**src/rtl/gate_arbiter.sv**
```systemverilog
`default_nettype none
// ============================================================================
// Module      : gate_arbiter
// Description : Round-robin arbiter/sequencer sharing one two-input gate
//               (x, y -> z) among N_REQ requesters. One operand pair per
//               transaction; z is sampled GATE_LAT cycles after the operands
//               are driven and returned with a done pulse.
//               Optional macro GATE_ARB_STATS_EN adds saturating per-requester
//               grant counters on output grant_cnt.
// Revision    : 1.0 - initial release
// ============================================================================
module gate_arbiter #(
    parameter int N_REQ    = 4,
    parameter int ID_W     = 2,
    parameter int GATE_LAT = 1
`ifdef GATE_ARB_STATS_EN
    ,
    parameter int CNT_W    = 16
`endif
) (
    input  logic               clk,
    input  logic               rst,
    input  logic [N_REQ-1:0]   req,
    input  logic [N_REQ-1:0]   req_x,
    input  logic [N_REQ-1:0]   req_y,
    output logic [N_REQ-1:0]   ack,
    output logic [N_REQ-1:0]   done,
    output logic               rsp_z,
    output logic               gate_x,
    output logic               gate_y,
    input  logic               gate_z,
    output logic               busy,
    output logic [ID_W-1:0]    grant_id
`ifdef GATE_ARB_STATS_EN
    ,
    output logic [N_REQ*CNT_W-1:0] grant_cnt
`endif
);

    // Two-state sequencer encoding
    localparam logic [0:0] c_IDLE = 1'b0;
    localparam logic [0:0] c_WAIT = 1'b1;

    // GATE_LAT <= 15, so the wait counter never needs more than 4 bits
    localparam logic [3:0] c_LAT_LAST = 4'(GATE_LAT - 1);
    localparam logic [ID_W-1:0] c_LAST_ID = ID_W'(N_REQ - 1);

    logic [0:0]       state_q,    state_d;
    logic [3:0]       cnt_q,      cnt_d;
    logic [ID_W-1:0]  rr_ptr_q,   rr_ptr_d;
    logic [ID_W-1:0]  grant_id_q, grant_id_d;
    logic [N_REQ-1:0] ack_q,      ack_d;
    logic [N_REQ-1:0] done_q,     done_d;
    logic             rsp_z_q,    rsp_z_d;
    logic             gate_x_q,   gate_x_d;
    logic             gate_y_q,   gate_y_d;
    logic             busy_q,     busy_d;

    logic [ID_W-1:0]  win_idx;
    logic             grant_now;

    // Pick the lowest set request at or above rr_ptr; if none, the lowest below it
    always_comb begin
        win_idx = '0;
        for (int j = N_REQ - 1; j >= 0; j--) begin
            if (req[j] && (j < int'(rr_ptr_q))) begin
                win_idx = ID_W'(j);
            end
        end
        for (int j = N_REQ - 1; j >= 0; j--) begin
            if (req[j] && (j >= int'(rr_ptr_q))) begin
                win_idx = ID_W'(j);
            end
        end
    end

    // Sequencer next-state: grant in IDLE, count latency and return z in WAIT
    always_comb begin
        state_d    = state_q;
        cnt_d      = cnt_q;
        rr_ptr_d   = rr_ptr_q;
        grant_id_d = grant_id_q;
        ack_d      = '0;
        done_d     = '0;
        rsp_z_d    = rsp_z_q;
        gate_x_d   = gate_x_q;
        gate_y_d   = gate_y_q;
        busy_d     = busy_q;
        grant_now  = 1'b0;
        case (state_q)
            c_IDLE: begin
                if (|req) begin
                    grant_now        = 1'b1;
                    grant_id_d       = win_idx;
                    gate_x_d         = req_x[win_idx];
                    gate_y_d         = req_y[win_idx];
                    ack_d[win_idx]   = 1'b1;
                    busy_d           = 1'b1;
                    cnt_d            = '0;
                    state_d          = c_WAIT;
                end
            end
            c_WAIT: begin
                // Requests are not looked at while a transaction is in flight
                cnt_d = cnt_q + 4'd1;
                if (cnt_q == c_LAT_LAST) begin
                    rsp_z_d              = gate_z;
                    done_d[grant_id_q]   = 1'b1;
                    busy_d               = 1'b0;
                    cnt_d                = '0;
                    // The requester just served drops to lowest priority
                    rr_ptr_d             = (grant_id_q == c_LAST_ID) ? '0
                                                                     : grant_id_q + ID_W'(1);
                    state_d              = c_IDLE;
                end
            end
            default: begin
                state_d = c_IDLE;
            end
        endcase
    end

    // State and output registers; reset abandons any transaction in flight
    always_ff @(posedge clk) begin
        if (rst) begin
            state_q    <= c_IDLE;
            cnt_q      <= '0;
            rr_ptr_q   <= '0;
            grant_id_q <= '0;
            ack_q      <= '0;
            done_q     <= '0;
            rsp_z_q    <= 1'b0;
            gate_x_q   <= 1'b0;
            gate_y_q   <= 1'b0;
            busy_q     <= 1'b0;
        end else begin
            state_q    <= state_d;
            cnt_q      <= cnt_d;
            rr_ptr_q   <= rr_ptr_d;
            grant_id_q <= grant_id_d;
            ack_q      <= ack_d;
            done_q     <= done_d;
            rsp_z_q    <= rsp_z_d;
            gate_x_q   <= gate_x_d;
            gate_y_q   <= gate_y_d;
            busy_q     <= busy_d;
        end
    end

    assign ack      = ack_q;
    assign done     = done_q;
    assign rsp_z    = rsp_z_q;
    assign gate_x   = gate_x_q;
    assign gate_y   = gate_y_q;
    assign busy     = busy_q;
    assign grant_id = grant_id_q;

`ifdef GATE_ARB_STATS_EN
    for (genvar gi = 0; gi < N_REQ; gi++) begin : g_stats
        logic [CNT_W-1:0] gcnt_q, gcnt_d;

        // Count acks issued to this requester, holding at all-ones
        always_comb begin
            gcnt_d = gcnt_q;
            if (grant_now && (win_idx == ID_W'(gi)) && (gcnt_q != {CNT_W{1'b1}})) begin
                gcnt_d = gcnt_q + CNT_W'(1);
            end
        end

        // Per-requester grant counter register
        always_ff @(posedge clk) begin
            if (rst) begin
                gcnt_q <= '0;
            end else begin
                gcnt_q <= gcnt_d;
            end
        end

        assign grant_cnt[gi*CNT_W +: CNT_W] = gcnt_q;
    end
`endif

endmodule
`default_nettype wire

```
**config.mk**
```make
export PLATFORM = sky130hd
export DESIGN_NAME = gate_arbiter
export DESIGN_NICKNAME = d
export VERILOG_FILES = /design/src/rtl/gate_arbiter.sv
export SDC_FILE = /design/constraint.sdc
export NUM_CORES = 1
export LEC_CHECK = 0
export ABC_CLOCK_PERIOD_IN_PS = 3150
export CORE_MARGIN = 5
export CORE_UTILIZATION = 30
export CTS_CLUSTER_SIZE = 8
export DETAILED_ROUTE_END_ITERATION = 10
export GPL_TIMING_DRIVEN = 0
export PLACE_DENSITY = 0.66
export RECOVER_POWER = 50
export SYNTH_ARGS = -nofsm -noshare
export SYNTH_HDL_FRONTEND = slang
export SYNTH_SLANG_ARGS = --single-unit
```
**constraint.sdc**
```tcl
create_clock -name clk -period 3.15 [get_ports clk]
set_input_delay 0.4725 -clock clk [delete_from_list [all_inputs] [get_ports clk]]
set_output_delay 0.4725 -clock clk [all_outputs]
set_load 0.005 [all_outputs]
```
==> impl_metrics.py, run 1 <==
metrics = {
    "critical_path": {
        "cp.arrival_ns": 2.07,
        "endpoint": "gate_y$_SDFFE_PP0P_",
        "critPathRequiredTime_ns": 3.34,
        "end_kind": "flop",
        "timing.rr.end": "gate_y$_SDFFE_PP0P_",
        "cp-start-kind": "input pin",
        "ff2ff_setup_slack_ns": 1.54,
        "r2r_start": "rr_ptr_q[1]$_SDFFE_PP0P_",
        "critPathKind": "input pin to flop",
        "r2r_cells": 5,
        "critical_path.startpoint": "req[0]",
        "cp_max_fo": 6,
    },
    "sta": {
        "setup_tns_ns": 0,
        "timing.hold.ws_ns": 0.468,
        "fmax_mhz": 530,
        "layout_worst_path_cycle_share": 0.599,
        "skew_ns": 0.000351,
        "worst_pin_slew_ns": 0.430,
        "period_needed_ns": 1.89,
        "rsz0062_at_grt": "no",
        "setup_violations": 0,
        "finalMaxSlewViolations": 0,
        "final-hold-violation-count": 0,
        "max_slew_margin": 0.714,
    },
    "drt": {
        "postRouteAntennaNets": 0,
        "wl_per_cell_um": 11.8,
        "drt-pass1-iter-count": 4,
        "vias": 811,
        "drt-vias-per-instance": 4.56,
        "wl_um": 2090,
        "drc": 0,
        "first_iter_violations": 41,
    },
    "die": {
        "fp.dieW_um": 66.9,
        "fp.dieH_um": 66.9,
        "core_mm2": 0.00308,
        "ios": 29,
        "initial_core_util": 0.315,
        "core.rowCount": 20,
        "dieArea_mm2": 0.00447,
    },
    "yosys": {
        "synth_compound_area_frac": 0.140,
        "avgSynthCellArea_um2": 9.52,
        "synth.distinct_cells": 30,
        "synth-seq-cells": 21,
        "synthMuxAreaShare": 0.0825,
        "synth.area.top_cells": "dfxtp_1 (43%), mux2i_1 (8.2%), ha_1 (7.7%)",
        "synth-xor-area-share": 0,
        "synth_top_cell_by_area": "dfxtp_1",
        "yosys.area_share.adder": 0.0773,
        "yosysSeqAreaShare": 0.433,
        "yosysTopAreaCellShare": 0.433,
        "synth_top_family_by_area": "simple AND/OR/NAND/NOR gates",
        "syn-num-nets": 123,
        "syn-instance-count": 102,
        "yosys.area_share.simple": 0.205,
        "syn_area_um2": 971,
        "yosysWarnings": 0,
    },
    "layout": {
        "drive_above_1_share": 0.0896,
        "synthToLayoutAreaGrowth_pct": 37.4,
        "antennaDiodeCount": 0,
        "final_common_cell": "dfxtp_1",
        "fin_nets": 156,
        "final_cell_mix": "dfxtp_1 (21), clkdlybuf4s50_1 (15), dlygate4sd3_1 (13), nor2_1 (11), inv_1 (9)",
        "utilization": 0.433,
        "nFillCells": 322,
    },
    "run_status": {
        "status": "finished clean",
    },
    "global_route": {
        "gr-usage-all-layers": 0.103,
        "grt-ovfl-total": 0,
        "grt_max_degree": 13,
        "antenna_found_initial": 0,
        "grt_pass1_vias": 831,
        "grt_pass1_wl_um": 3640,
    },
    "cts": {
        "postCtsHoldBufs": 0,
        "cts_buffer_depth": 2,
        "cts_made_buffers": 3,
        "cts.reportedPaths.clkPinSlew_ns": 0.11,
        "cts_max_level": 1,
        "clkSinkCount": 21,
        "clkLatencyLatePin_ns": 0.30,
        "cts_tree": "done",
        "cts_setup_buffers": 0,
        "cts_resized": 0,
        "cts-root-buf": "clkbuf_4",
    },
    "power": {
        "power_density_mw_per_mm2": 394,
        "ir_drop_mv": 0.132,
        "p_leak_uw": 0.000546,
    },
    "min_path": {
        "hp-class": "flop to flop",
    },
    "placed_design": {
        "routabilityCongestion": 0.764,
        "dp_hpwl_um": 1730,
        "port_buffers": 28,
    },
    "run": {
        "cap_violations": 0,
    },
}
==> worst min path at each step <==
stage | from | end | cells after the start
6_report | rsp_z$_SDFFE_PP0P_ | rsp_z$_SDFFE_PP0P_ | 2
5_1_grt | busy$_SDFFE_PP0P_ | busy$_SDFFE_PP0P_ | 2
4_1_cts | rsp_z$_SDFFE_PP0P_ | rsp_z$_SDFFE_PP0P_ | 2
3_5_place_dp | rsp_z$_SDFFE_PP0P_ | rsp_z$_SDFFE_PP0P_ | 2
3_3_place_gp | rsp_z$_SDFFE_PP0P_ | rsp_z$_SDFFE_PP0P_ | 2
2_1_floorplan | busy$_SDFFE_PP0P_ | busy$_SDFFE_PP0P_ | 2
==> routing by layer <==
layer  routed length, um  part of all wire  GRT usage
met5                   0                 0          0
met4                  12            0.0057     0.0152
met3                 200             0.096     0.0304
met2                1020              0.49      0.197
met1                 858              0.41      0.112
==> logic make-up (layout without fill, tap and decap cells) <==
kind of cell | count (synthesis) | after routing
flops | 21 | 21
buf+inv | 12 | 44
simple gates | 38 | 38
compound gates | 17 | 17
mux | 8 | 8
fa+ha+maj | 6 | 6
==> state kept, by name (all words and copies together) (netlist names) <==
| register | cells |
|---|---|
| ack | 4 |
| busy | 1 |
| cnt_q | 4 |
| done | 4 |
| gate_x | 1 |
| gate_y | 1 |
| grant_id | 2 |
| rr_ptr_q | 2 |
| rsp_z | 1 |
| state_q | 1 |
==> worst max-delay path, cell delays in order <==
cell	delay (ns)
dlygate4sd3_1	0.62
nor4_1	0.35
or2_0	0.17
buf_6	0.13
nor2_2	0.05
nand2b_1	0.15
o221ai_1	0.12
==> final cells by class <==
type / instances / area, um2 / share of cell area
Tap cell: 44 / 55.1 / 0.0413
Sequential cell: 21 / 420 / 0.315
Inverter: 9 / 33.8 / 0.0253
Clock inverter: 1 / 5.00 / 0.00375
Timing Repair Buffer: 28 / 280 / 0.210
Multi-Input combinational cell: 69 / 490 / 0.368
Buffer: 3 / 26.3 / 0.0197
Clock buffer: 3 / 22.5 / 0.0169
==> cells in the mapped netlist <==
master and number:
a211oi_1 2, a21oi_1 6, a21oi_2 1, a22oi_1 1
a311oi_2 1, a41oi_1 1, and2_1 5, and2b_1 1
buf_6 2, clkbuf_1 1, dfxtp_1 21, ha_1 6
inv_1 9, mux2i_1 8, nand2_1 5, nand2_2 1
nand2b_1 2, nand3_1 1, nand3b_1 3, nor2_1 11
nor2_2 1, nor2b_1 2, nor3_1 3, nor3b_1 1
nor4_1 1, o21ai_0 1, o21ai_2 1, o221ai_1 2
o2bb2a_4 1, or2_1 1
==> per-stage QoR <==
stage / instance area [um2] / instances / setup slack (ns) / power (uW)
finish: 1330 / 178 / 1.26 / 526
global route: 1330 / 178 / 1.10 / 556
CTS: 1330 / 178 / 1.35 / 540
detailed placement: 1310 / 174 / 1.05 / 410
global placement: 1310 / 174 / 1.08 / 407
floorplan: 971 / 102 / 1.76 / 353
==> report_power, final <==
group          leakage [uW]  switching [uW]  internal (uW)
Sequential         0.000172            11.8            281
Clock             0.0000177            80.7           47.3
Combinational      0.000356            44.7           60.6
Total              0.000546             137            389
Power figures use the tool's default switching activity.
==> run 2, diff against run 1 <==
- ABC_CLOCK_PERIOD_IN_PS: 3150 -> 1820
- clock period: 3.15 -> 1.82 ns (I/O delays scaled with it)
==> run 2 against run 1 <==
Sequential share of layout area did not move. Flip-flop and latch count did not move. Count of clock-buffer cells in the layout unchanged. Setup slack worse by 1.1 ns. Cell count did not move. Die area unchanged. Clock power is 73% higher. Power rose by 73%. Clock skew stayed put. Wire length hardly changed. Via count unchanged. Combinational power grew 74%. Largest power group unchanged.
==> impl_metrics.py, run 2 (synthesis results as in run 1) <==
metrics = {
    "placed_design": {
        "placed_cells": 174,
        "port_buffers": 28,
        "routabilityCongestion": 0.764,
        "dp_hpwl_um": 1730,
    },
    "layout": {
        "synthToLayoutAreaGrowth_pct": 37.4,
        "multiInputGateArea_um2": 490,
        "seq_area_um2": 420,
        "nFillCells": 322,
        "final_cells": 178,
        "utilization": 0.433,
        "drive_above_1_share": 0.0896,
        "final_common_cell": "dfxtp_1",
        "fin_nets": 156,
        "final_cell_mix": "dfxtp_1 (21), clkdlybuf4s50_1 (16), dlygate4sd3_1 (12), nor2_1 (11), inv_1 (9)",
        "antennaDiodeCount": 0,
    },
    "power": {
        "power_density_mw_per_mm2": 683,
        "ir_drop_mv": 0.228,
        "p_leak_uw": 0.000547,
    },
    "drt": {
        "vias": 811,
        "drc": 0,
        "drt-pass1-iter-count": 4,
        "drt-vias-per-instance": 4.56,
        "wl_per_cell_um": 11.8,
        "wl_um": 2100,
        "first_iter_violations": 41,
        "postRouteAntennaNets": 0,
    },
    "global_route": {
        "grt_pass1_vias": 831,
        "antenna_found_initial": 0,
        "grt-ovfl-total": 0,
        "grt_max_degree": 13,
        "gr-usage-all-layers": 0.103,
        "grt_pass1_wl_um": 3640,
    },
    "cts": {
        "clkSinkCount": 21,
        "cts_resized": 0,
        "cts_buffer_depth": 2,
        "cts_setup_buffers": 0,
        "clkLatencyLatePin_ns": 0.30,
        "cts_max_level": 1,
        "cts-root-buf": "clkbuf_4",
        "cts.reportedPaths.clkPinSlew_ns": 0.11,
        "postCtsHoldBufs": 0,
        "cts_made_buffers": 3,
        "cts_tree": "done",
    },
    "die": {
        "core_mm2": 0.00308,
        "fp.dieH_um": 66.9,
        "ios": 29,
        "core.rowCount": 20,
        "fp.dieW_um": 66.9,
        "dieArea_mm2": 0.00447,
        "initial_core_util": 0.315,
    },
    "run_status": {
        "status": "finished clean",
    },
    "critical_path": {
        "cp-start-kind": "flop",
        "critPathKind": "flop to flop",
        "end_kind": "flop",
        "critPathRequiredTime_ns": 2.01,
        "cp_max_fo": 6,
        "cp.arrival_ns": 1.80,
    },
    "sta": {
        "layout_worst_path_cycle_share": 0.885,
        "final-hold-violation-count": 0,
        "fmax_mhz": 621,
        "finalMaxSlewViolations": 0,
        "setup_violations": 0,
        "skew_ns": 0.000351,
        "max_slew_margin": 0.714,
        "rsz0062_at_grt": "no",
        "period_needed_ns": 1.61,
        "worst_pin_slew_ns": 0.430,
    },
    "min_path": {
        "hp-class": "flop to flop",
    },
    "run": {
        "cap_violations": 0,
    },
}
==> run 2: changes by cell type in the layout (fill, tap and decap cells not counted), sizes merged <==
cell and delta:
clkdlybuf4s50 +1, dlygate4sd3 -1
==> run 2: metrics by stage <==
stage / total power [uW] / setup TNS [ns] / worst slack [ns] / hold slack [ns] / cell area [um2]
floorplan: 610 / 0 / 0.429 / 0.352 / 971
global placement: 704 / -0.0956 / -0.0500 / 0.454 / 1310
detailed placement: 710 / -0.155 / -0.0761 / 0.464 / 1310
CTS: 935 / 0 / 0.221 / 0.481 / 1330
global route: 963 / 0 / 0.0852 / 0.501 / 1330
finish: 911 / 0 / 0.209 / 0.468 / 1330
==> run 2: where the power goes <==
part	internal, uW	leakage (uW)	switching [uW]	total [uW]
Combinational	106	0.000358	77.4	183
Clock	81.9	0.0000177	140	222
Sequential	486	0.000172	20.4	506
==> run 2: path summary, 6_finish.rpt <==
path                            slack, ns                   to                startpoint  depth (start not counted)
worst min register to register       0.47   rsp_z$_SDFFE_PP0P_        rsp_z$_SDFFE_PP0P_                          2
worst min-delay path                 0.47   rsp_z$_SDFFE_PP0P_        rsp_z$_SDFFE_PP0P_                          2
worst max-delay path                 0.21  gate_y$_SDFFE_PP0P_  rr_ptr_q[1]$_SDFFE_PP0P_                          5
worst max register to register       0.21  gate_y$_SDFFE_PP0P_  rr_ptr_q[1]$_SDFFE_PP0P_                          5
==> run 2: worst max-delay path: stages (launching register included) <==
cell	delay (ns)
dfxtp_1	0.49
mux2i_1	0.24
nor2_1	0.07
a311oi_2	0.34
nand2b_1	0.23
o221ai_1	0.12
==> run 2: cell type report <==
type / count / area share
inverter: 9 / 0.0253
buffer: 3 / 0.0197
clock buffer: 3 / 0.0169
multi-input combinational: 69 / 0.368
timing repair buffer: 28 / 0.210
sequential: 21 / 0.315
clock inverter: 1 / 0.00375
tap: 44 / 0.0413
==> run 2: metal layers <==
layer / vias up / part of all wire / global-route usage
met5: - / 0 / 0
met4: 0 / 0.0057 / 0.0152
met3: 2 / 0.095 / 0.0304
met2: 30 / 0.49 / 0.197
met1: 369 / 0.41 / 0.112
li1: 410 / - / -
==> run 3, diff against run 2 <==
- CTS_CLUSTER_SIZE: 8 -> not set
- DONT_BUFFER_PORTS: not set -> 1
- PLACE_DENSITY: 0.66 -> 0.55
- RECOVER_POWER: 50 -> 25
==> run 3 against run 2 <==
Maximum frequency grew 2.1%. Flip-flop and latch count did not move. Wire length fell by 13%. Global-route usage shrank 1.8 points. Highest routed layer unchanged.
==> impl_metrics.py, run 3 (synthesis results as in run 1) <==
metrics = {
    "global_route": {
        "antenna_found_initial": 0,
        "grt-ovfl-total": 0,
        "grt_pass1_wl_um": 2850,
        "gr-usage-all-layers": 0.0852,
        "grt_pass1_vias": 634,
        "grt_max_degree": 13,
    },
    "critical_path": {
        "end_kind": "flop",
        "cp.arrival_ns": 1.76,
        "slowest_stage": "dfxtp_1",
        "critPathKind": "flop to flop",
        "crit_chain": "mux2i_1, nor2_1, a311oi_2, nand2b_1, o221ai_1",
        "cpPeakStageDelay_ns": 0.49,
        "cp-start-kind": "flop",
        "critPathRequiredTime_ns": 2.00,
        "cp_max_fo": 6,
        "r2r_cells": 5,
    },
    "sta": {
        "final-hold-violation-count": 0,
        "worst_pin_slew_ns": 0.430,
        "fmax_mhz": 634,
        "setup_tns_ns": 0,
        "period_needed_ns": 1.58,
        "finalMaxSlewViolations": 0,
        "max_slew_margin": 0.714,
        "rsz0062_at_grt": "no",
        "setup_violations": 0,
        "layout_worst_path_cycle_share": 0.867,
        "skew_ns": 0.00228,
    },
    "die": {
        "core_mm2": 0.00308,
        "fp.dieH_um": 66.9,
        "initial_core_util": 0.315,
        "ios": 29,
        "core.rowCount": 20,
        "dieArea_mm2": 0.00447,
        "fp.dieW_um": 66.9,
    },
    "cts": {
        "cts_tree": "done",
        "cts-root-buf": "clkbuf_4",
        "cts_buffer_depth": 2,
        "cts_resized": 0,
        "clkSinkCount": 21,
        "cts.reportedPaths.clkPinSlew_ns": 0.11,
        "cts_max_level": 1,
        "cts_setup_buffers": 0,
        "postCtsHoldBufs": 0,
        "cts_made_buffers": 3,
        "clkLatencyLatePin_ns": 0.30,
    },
    "layout": {
        "drive_above_1_share": 0.113,
        "multiInputGateArea_um2": 490,
        "seq_area_um2": 420,
        "final_cell_mix": "dfxtp_1 (21), nor2_1 (11), inv_1 (9), mux2i_1 (8)",
        "synthToLayoutAreaGrowth_pct": 8.51,
        "antennaDiodeCount": 0,
        "final_common_cell": "dfxtp_1",
        "fin_nets": 128,
        "nFillCells": 326,
    },
    "placed_design": {
        "dp_hpwl_um": 1460,
        "port_buffers": 0,
        "routabilityCongestion": 0.650,
    },
    "power": {
        "power_uw": 839,
        "power_density_mw_per_mm2": 796,
        "ir_drop_mv": 0.376,
        "p_leak_uw": 0.000409,
    },
    "drt": {
        "drc": 0,
        "wl_um": 1820,
        "wl_per_cell_um": 12.2,
        "first_iter_violations": 23,
        "postRouteAntennaNets": 0,
        "drt-pass1-iter-count": 4,
        "vias": 696,
        "drt-vias-per-instance": 4.64,
    },
    "run_status": {
        "status": "finished clean",
    },
    "min_path": {
        "hp-class": "input pin to flop",
        "hold_depth": 1,
    },
    "run": {
        "cap_violations": 0,
    },
}
==> run 3: cell count changes in the layout (fill, tap and decap cells not counted) <==
cell	change
and2_1	+1
and2_0	-1
dlygate4sd3_1	-12
clkdlybuf4s50_1	-16
==> run 3: worst paths after layout <==
path,startpoint,end,slack (ns)
max,rr_ptr_q[1]$_SDFFE_PP0P_,gate_x$_SDFFE_PP0P_,0.24
min,rst,cnt_q[3]$_SDFFE_PP0P_,0.04
max reg2reg,rr_ptr_q[1]$_SDFFE_PP0P_,gate_x$_SDFFE_PP0P_,0.24
min reg2reg,rsp_z$_SDFFE_PP0P_,rsp_z$_SDFFE_PP0P_,0.49
==> run 3: layout make-up <==
cell class | instances | share of cell area
Multi-Input combinational cell | 69 | 0.466
Sequential cell | 21 | 0.399
Tap cell | 44 | 0.0523
Inverter | 9 | 0.0321
Buffer | 3 | 0.0249
Clock buffer | 3 | 0.0214
Clock inverter | 1 | 0.00475
==> run 3: power by group <==
group,switching [uW],internal [uW]
Combinational,55.4,53.8
Sequential,25.9,486
Clock,136,81.9
Total,217,622
==> run 3: routing by layer <==
metal  wire length, um  part of all wire  GRT usage  up-vias
met5                 0                 0          0        -
met4                 9            0.0049     0.0152        0
met3               198              0.11     0.0523        2
met2               880              0.48      0.142       26
met1               735              0.40     0.0925      311
li1                  -                 -          -      357
==> run 3: worst max-delay path, delay by kind of cell (launching register included) <==
family	cells	cell delay, ns
mux	1	0.23
simple gates	2	0.30
compound gates	2	0.44
flops	1	0.49
==> run 3: stage by stage <==
step	setup slack, ns	cell area, um2	cells	utilization	hold WS [ns]
4_1_cts	0.227	1050	150	0.342	0.0269
3_3_place_gp	0.286	1030	146	0.333	0.355
5_1_grt	0.136	1050	150	0.342	0.0136
3_5_place_dp	0.232	1030	146	0.333	0.363
6_report	0.242	1050	150	0.342	0.0385
2_1_floorplan	0.429	971	102	-	0.352
